File: config.mk
export PLATFORM = sky130hd
export DESIGN_NAME = spi_bus_sequencer
export DESIGN_NICKNAME = d
export VERILOG_FILES = /design/src/rtl/spi_bus_sequencer_pkg.sv /design/src/rtl/spi_bus_sequencer.sv
export SDC_FILE = /design/constraint.sdc
export NUM_CORES = 1
export LEC_CHECK = 0
export BUFFER_PORTS_ARGS = -buffer_cell sky130_fd_sc_hd__buf_2
export CAP_MARGIN = 30
export CORE_ASPECT_RATIO = 1.25
export CORE_MARGIN = 1.5
export CORE_UTILIZATION = 45
export CTS_CLUSTER_SIZE = 28
export DETAILED_ROUTE_END_ITERATION = 8
export GPL_TIMING_DRIVEN = 0
export PLACE_DENSITY = 0.66
export SLEW_MARGIN = 5
export SYNTH_ARGS = -nofsm -noshare
export SYNTH_HDL_FRONTEND = slang
export SYNTH_SLANG_ARGS = --single-unit
File: constraint.sdc
create_clock -name clk -period 4 [get_ports clk]
set_input_delay 0.4 -clock clk [delete_from_list [all_inputs] [get_ports clk]]
set_output_delay 0.4 -clock clk [all_outputs]
set_load 0.1 [all_outputs]
File: src/rtl/spi_bus_sequencer_pkg.sv
// Shared definitions for the SPI-to-Xosera bus sequencer: command bit
// positions, sequencer states and the status byte returned while busy.
package xv;

    localparam int CMD_CS = 7;
    localparam int CMD_WR = 6;
    localparam int CMD_RS = 5;
    localparam int CMD_BS = 4;

    localparam logic [7:0] STATUS_BYTE = 8'hCB;

    typedef enum logic [2:0] {
        ST_CMD,
        ST_PAYLOAD,
        ST_SETUP,
        ST_STROBE,
        ST_RECOVER
    } state_e;

endpackage

File: src/rtl/spi_bus_sequencer.sv
// Turns two-byte SPI packets (command + payload) into one timed Xosera bus
// cycle: setup with select high, a select-low strobe, then one recovery cycle.
module spi_bus_sequencer
    import xv::*;
#(
    parameter int SETUP_CYCLES = 1,
    parameter int CS_CYCLES    = 2
) (
    input  logic       clk,
    input  logic       reset_n_i,
    input  logic       select_i,
    input  logic       rx_strobe_i,
    input  logic [7:0] rx_byte_i,
    output logic [7:0] tx_byte_o,
    output logic       bus_cs_n_o,
    output logic       bus_rd_nwr_o,
    output logic       bus_bytesel_o,
    output logic [3:0] bus_reg_num_o,
    output logic [7:0] bus_data_o,
    input  logic [7:0] bus_data_i,
    output logic       soft_reset_o,
    output logic       busy_o,
    output logic       overrun_o
);

    // Counter reload values: a load of N-1 gives N cycles in the state.
    localparam logic [3:0] SETUP_LOAD = 4'(SETUP_CYCLES - 1);
    localparam logic [3:0] CS_LOAD    = 4'(CS_CYCLES - 1);

    state_e     state_q, state_d;
    logic [3:0] cnt_q, cnt_d;
    // Command fields kept without RS: {CS, WR, BS, R3..R0}
    logic [6:0] cmd_q, cmd_d;
    logic [7:0] rd_data_q, rd_data_d;
    logic [7:0] tx_q, tx_d;
    logic       cs_n_q, cs_n_d;
    logic       rd_nwr_q, rd_nwr_d;
    logic       bytesel_q, bytesel_d;
    logic [3:0] reg_num_q, reg_num_d;
    logic [7:0] data_q, data_d;
    logic       soft_q, soft_d;
    logic       busy_q, busy_d;
    logic       overrun_q, overrun_d;

    always_comb begin
        state_d   = state_q;
        cnt_d     = cnt_q;
        cmd_d     = cmd_q;
        rd_data_d = rd_data_q;
        rd_nwr_d  = rd_nwr_q;
        bytesel_d = bytesel_q;
        reg_num_d = reg_num_q;
        data_d    = data_q;
        overrun_d = overrun_q;
        soft_d    = 1'b0;

        case (state_q)
            ST_CMD: begin
                if (rx_strobe_i) begin
                    cmd_d = {rx_byte_i[CMD_CS], rx_byte_i[CMD_WR],
                             rx_byte_i[CMD_BS], rx_byte_i[3:0]};
                    if (rx_byte_i[CMD_RS]) begin
                        soft_d    = 1'b1;
                        overrun_d = 1'b0;
                    end else begin
                        state_d = ST_PAYLOAD;
                    end
                end
            end
            ST_PAYLOAD: begin
                // A strobe wins over a simultaneous deselect.
                if (rx_strobe_i) begin
                    data_d = rx_byte_i;
                    if (cmd_q[6]) begin
                        state_d   = ST_SETUP;
                        cnt_d     = SETUP_LOAD;
                        rd_nwr_d  = ~cmd_q[5];
                        bytesel_d = cmd_q[4];
                        reg_num_d = cmd_q[3:0];
                    end else begin
                        state_d = ST_CMD;
                    end
                end else if (!select_i) begin
                    state_d = ST_CMD;
                end
            end
            ST_SETUP: begin
                if (rx_strobe_i) overrun_d = 1'b1;
                if (cnt_q == 4'd0) begin
                    state_d = ST_STROBE;
                    cnt_d   = CS_LOAD;
                end else begin
                    cnt_d = cnt_q - 4'd1;
                end
            end
            ST_STROBE: begin
                if (rx_strobe_i) overrun_d = 1'b1;
                if (cnt_q == 4'd0) begin
                    state_d = ST_RECOVER;
                    if (rd_nwr_q) rd_data_d = bus_data_i;
                end else begin
                    cnt_d = cnt_q - 4'd1;
                end
            end
            ST_RECOVER: begin
                if (rx_strobe_i) overrun_d = 1'b1;
                state_d = ST_CMD;
            end
            default: state_d = ST_CMD;
        endcase

        // Outputs are registered from the next state so they line up with it.
        cs_n_d = (state_d != ST_STROBE);
        busy_d = (state_d == ST_SETUP) || (state_d == ST_STROBE) ||
                 (state_d == ST_RECOVER);
        tx_d   = (state_d == ST_CMD) ? rd_data_d : STATUS_BYTE;
    end

    always_ff @(posedge clk or negedge reset_n_i) begin
        if (!reset_n_i) begin
            state_q   <= ST_CMD;
            cnt_q     <= 4'd0;
            cmd_q     <= 7'd0;
            rd_data_q <= 8'h00;
            tx_q      <= 8'h00;
            cs_n_q    <= 1'b1;
            rd_nwr_q  <= 1'b1;
            bytesel_q <= 1'b0;
            reg_num_q <= 4'd0;
            data_q    <= 8'h00;
            soft_q    <= 1'b0;
            busy_q    <= 1'b0;
            overrun_q <= 1'b0;
        end else begin
            state_q   <= state_d;
            cnt_q     <= cnt_d;
            cmd_q     <= cmd_d;
            rd_data_q <= rd_data_d;
            tx_q      <= tx_d;
            cs_n_q    <= cs_n_d;
            rd_nwr_q  <= rd_nwr_d;
            bytesel_q <= bytesel_d;
            reg_num_q <= reg_num_d;
            data_q    <= data_d;
            soft_q    <= soft_d;
            busy_q    <= busy_d;
            overrun_q <= overrun_d;
        end
    end

    assign tx_byte_o     = tx_q;
    assign bus_cs_n_o    = cs_n_q;
    assign bus_rd_nwr_o  = rd_nwr_q;
    assign bus_bytesel_o = bytesel_q;
    assign bus_reg_num_o = reg_num_q;
    assign bus_data_o    = data_q;
    assign soft_reset_o  = soft_q;
    assign busy_o        = busy_q;
    assign overrun_o     = overrun_q;

endmodule

After elaboration in Yosys (flattened, before gate mapping)
Cells that the tools add are included.

Input bits: 20. Flip-flop bits (word level): 48.

Muxes and demuxes: 24. Bitwise logic cells: 1. Equality and inequality tests: 14. Reduce and logical (&&, ||, !) cells: 13. $add $sub $neg: 1.

Operators with widths (number): $mux 8 (4); $mux 3 (6); $mux 4 (4); $eq 3x2->1 const B (4); $pmux 3 s4 (1); $pmux 4 s3 (1); $ne 2x2->1 const B (5); $reduce_and 4->1 (2); $eq 3x3->1 const B (2); $logic_not 3->1 (2); $mux 1 (6); $logic_not 4->1 (1); $reduce_and 2->1 (2); $sub 4x1->4 const B (1); $eq 3x1->1 const B (1); $ne 3x2->1 const B (1); $reduce_and 3->1 (1); $reduce_bool 3->1 (1); $reduce_or 3->1 (1); $logic_or 1x1->1 (2); $mux 2 (1); $ne 2x1->1 const B (1); $pmux 1 s2 (1); $reduce_bool 2->1 (1); $not 1->1 (1).

Longest topological paths before layout
Depth after elaboration: 6. Depth in mapped cells: 6. Depth with buffers taken out: 5.

Worst setup path after synthesis
No wires, ideal clock.

Kind: flip-flop to flip-flop. From: register rd_nwr_q (netlist: bus_rd_nwr_o). To: register tx_q[2] (netlist: tx_byte_o[2]). Path buffers: 1. Arrival time: 1597 ps. Slack: 2316 ps. Setup time: 87 ps. Clock period less this slack: 1684 ps. Stages on the path, launching flop included: 5. Cells stage by stage: dfstp_2 -> and4b_1 -> buf_1 -> nand3_1 -> a22oi_1.

Cells in the longest elaborated chain, start to end: 4.

Ends and longest elaborated chain: start: declaration (line spi_bus_sequencer.sv:37) `logic rd_nwr_q, rd_nwr_d;`; start signal: assignment (line spi_bus_sequencer.sv:141) `rd_nwr_q <= rd_nwr_d;`; $mux 8 (line spi_bus_sequencer.sv:100) `if (rd_nwr_q) rd_data_d = bus_data_i;`; $mux 8 (line spi_bus_sequencer.sv:98) `if (cnt_q == 4'd0) begin`; $mux 8 (line spi_bus_sequencer.sv:57) `case (state_q)`; $mux 8 (line spi_bus_sequencer.sv:116) `tx_d = (state_d == ST_CMD) ? rd_data_d : STATUS_BYTE;`; via tx_d[2] (line spi_bus_sequencer.sv:35) `logic [7:0] tx_q, tx_d;`; end signal: assignment (line spi_bus_sequencer.sv:139) `tx_q <= tx_d;`; end: declaration (line spi_bus_sequencer.sv:35).

The timed path passes the listed nets, and every way through them passes these cells. A chain may end at the register's enable or synchronous reset.

Worst setup path after layout
From: register cnt_q[0]. To: register tx_q[0] (netlist: tx_byte_o[0]).

Cells in the longest elaborated chain, start to end: 5. Elaborated cells between the ends (all ways): 8. Classes of those cells: mux (6); reduce/logical (2).

Ends and longest elaborated chain: start: declaration (line spi_bus_sequencer.sv:31) `logic [3:0] cnt_q, cnt_d;`; start signal: assignment (line spi_bus_sequencer.sv:136) `cnt_q <= cnt_d;`; $logic_not 4->1 * (line spi_bus_sequencer.sv:89, spi_bus_sequencer.sv:98); $mux 3 (on tied branches) (line spi_bus_sequencer.sv:98, spi_bus_sequencer.sv:89); $pmux 3 s4 (line spi_bus_sequencer.sv:57); $logic_not 3->1 (line spi_bus_sequencer.sv:116); $mux 8 * (line spi_bus_sequencer.sv:116); via tx_d[0] (line spi_bus_sequencer.sv:35).

The timed path passes the listed nets; every way through them passes the cells marked *.

==> metrics <==
# rows=27; minimum clock period=1.80 ns; port bufs=45; Worst setup SP type=flip-flop; Seq/Total Area, Yosys=59.5%; Final Skew=0.00603 ns; later-pin clock latency in the skew report=0.30 ns; Mapped Nets=181; status=complete, no violations; clk root buf=clkbuf_8; clock sink total=48; share of layout cells above drive strength 1=40.8%; WL final=3.85 mm; wire per inst=14.2 um; largest net degree at the start of global routing=26; gr ovfl total=0; antenna viol nets, final=0; Fmax achieved=556 MHz; mapped cell area=2020 um^2; Slew headroom=57.5%; HP Class=in -> async; Slew Viols, Final=0; total core area=4360 um^2; critical path arrival=1.96 ns; io pins=46; Final setup viols=0; gpl congestion=0.788; mean area per synthesized cell=12.7 um^2; global routing usage on met1=19.3%; FF+latch count, synth=48; cts repair resizes=0; post-synthesis instance total=159; H-tree level count=2; DR iter-0 viols=66; Pre-Repair DR Iteration Count=4; CTS Buf Count=5; reg2reg path depth=6; Data required, critical path=4.16 ns; Vias/cell=5.25; register clock-pin slew on the reported worst setup and hold paths=0.08 ns; worst hold slack=0.0881 ns; Final period util=45.0%; Clock Path Buffers=2; post-cts hold buffer count=0; Slew @ Worst Pin=0.635 ns; initial antenna violation count=0; Hold Violations, Final=0; CP max FO=9; Syn-to-layout area delta=20.5%; Residual DRC=0; GRT met2 Usage=31.5%; Yosys Warn Count=0; Setup crit end kind=flip-flop; first-pass GRT wire length=6.66 mm; Die Wd=63.0 um; Setup TNS Final=0 ns; Area contributors post-synth=dfrtp_1, mux2_2, o21ai_0; RSZ-0062 raised after global routing=false; Die Span Y=77.9 um; post-synth cell types=44; Synth area leader=dfrtp_1; vias=1,424; # diodes=0; top cell type's share of synthesized area=56.9%; Post-DP HPWL=2.91 mm; Setup CP Type=reg -> reg; max-cap violations=0; die area=4910 um^2; vias in the first global route=1,490; M3 GR Usage=4.78%; Initial Util=46.4%; Setup Buffers After CTS=0; CTS tree=built; GR peak layer=met2; GRT Util Overall=17.4%; Final nets=234
-- metrics by stage --
stage | setup WS, ns | util, % | instances | cell area, um^2
6_report | 2.20 | 55.9 | 271 | 2440
5_1_grt | 1.99 | 55.9 | 271 | 2440
4_1_cts | 2.19 | 55.9 | 271 | 2440
3_5_place_dp | 2.21 | 53.9 | 263 | 2350
3_3_place_gp | 2.28 | 53.2 | 262 | 2320
2_1_floorplan | 2.32 | - | 159 | 2020
-- flip-flops by register name, indices dropped and copies added (netlist names) --
name,flops
cmd_q,7
state_q,3
rd_data_q,8
bus_cs_n_o,1
overrun_o,1
cnt_q,4
bus_data_o,8
busy_o,1
bus_rd_nwr_o,1
soft_reset_o,1
bus_bytesel_o,1
tx_byte_o,8
bus_reg_num_o,4
-- path summary, 6_finish.rpt --
| kind | startpoint | end | slack (ns) |
|---|---|---|---|
| hold reg to reg | cmd_q[5] | bus_rd_nwr_o | 0.43 |
| setup reg to reg | cnt_q[0] | tx_byte_o[0] | 2.20 |
| max in group asynchronous | reset_n_i | bus_cs_n_o | 3.33 |
| min in group clk | rx_byte_i[7] | cmd_q[6] | 0.33 |
| hold / removal | reset_n_i | rd_data_q[1] | 0.09 |
| setup / recovery | cnt_q[0] | tx_byte_o[0] | 2.20 |
-- metal layers --
layer	wire length (um)	share of wire, %	vias up
met5	0	0	-
met1	1630	42	690
li1	-	-	681
met4	55	1.4	0
met3	199	5.2	7
met2	1960	51	46
-- area by class of cell --
class                      instances  area (um^2)
timing repair buffer              46          253
inverter                           6         22.5
clock buffer                       8         90.1
buffer                             8         47.5
fill                             381         1920
tap                               58         72.6
multi-input combinational         97          748
sequential                        48         1200
-- worst max-delay path: stages, from the launching register on --
cell and delay (ns):
dfrtp_1 0.38, inv_1 0.12, ha_1 0.19, or3b_1 0.34, clkbuf_1 0.21, o21ai_0 0.29
o211ai_1 0.14
-- Yosys cell counts, drive strengths merged --
| library cell | number |
|---|---|
| a31o | 1 |
| dfstp | 2 |
| o211ai | 6 |
| or3 | 1 |
| nand4b | 1 |
| a311oi | 1 |
| xnor2 | 1 |
| nand4 | 1 |
| nor2 | 1 |
| nor2b | 1 |
| a221oi | 1 |
| nand4bb | 1 |
| mux2 | 21 |
| a211oi | 3 |
| nand2b | 2 |
| inv | 6 |
| dfrtp | 46 |
| and4bb | 1 |
| nor3b | 2 |
| a21o | 1 |
| clkbuf | 3 |
| nor4 | 1 |
| a211o | 1 |
| nor3 | 2 |
| nor4b | 1 |
| nand2 | 14 |
| and2 | 1 |
| ha | 2 |
| a311o | 1 |
| nand3 | 8 |
| a22oi | 3 |
| and4b | 1 |
| or3b | 1 |
| buf | 5 |
| a21oi | 1 |
| and3 | 2 |
| o311ai | 1 |
| o21ai | 11 |
-- cell usage in the layout (no fill, tap or decap), types with 2 or more instances in the layout --
master / n
buf_2: 48
and3_1: 2
a211oi_1: 2
nand2_1: 13
clkbuf_8: 7
nand3_1: 8
a22oi_1: 3
nor3_1: 2
mux2_2: 21
dfstp_2: 2
clkbuf_1: 4
o211ai_1: 6
inv_1: 6
dfrtp_1: 46
o21ai_0: 11
ha_1: 2
nand2b_1: 2
-- cell families after synthesis --
| family | count (synthesis) | share of synthesized area (%) |
|---|---|---|
| buffers and inverters | 14 | 3.46 |
| adder cells (fa/ha/maj) | 2 | 1.24 |
| multiplexers | 21 | 11.7 |
| AO/OA/AOI/OAI | 31 | 10.7 |
| XOR/XNOR | 1 | 0.433 |
| flip-flops | 48 | 59.5 |
| AND/OR/NAND/NOR | 42 | 12.9 |
Power is not shown: default switching activity piles up to over one toggle a cycle in this logic, so the estimate is an artifact.
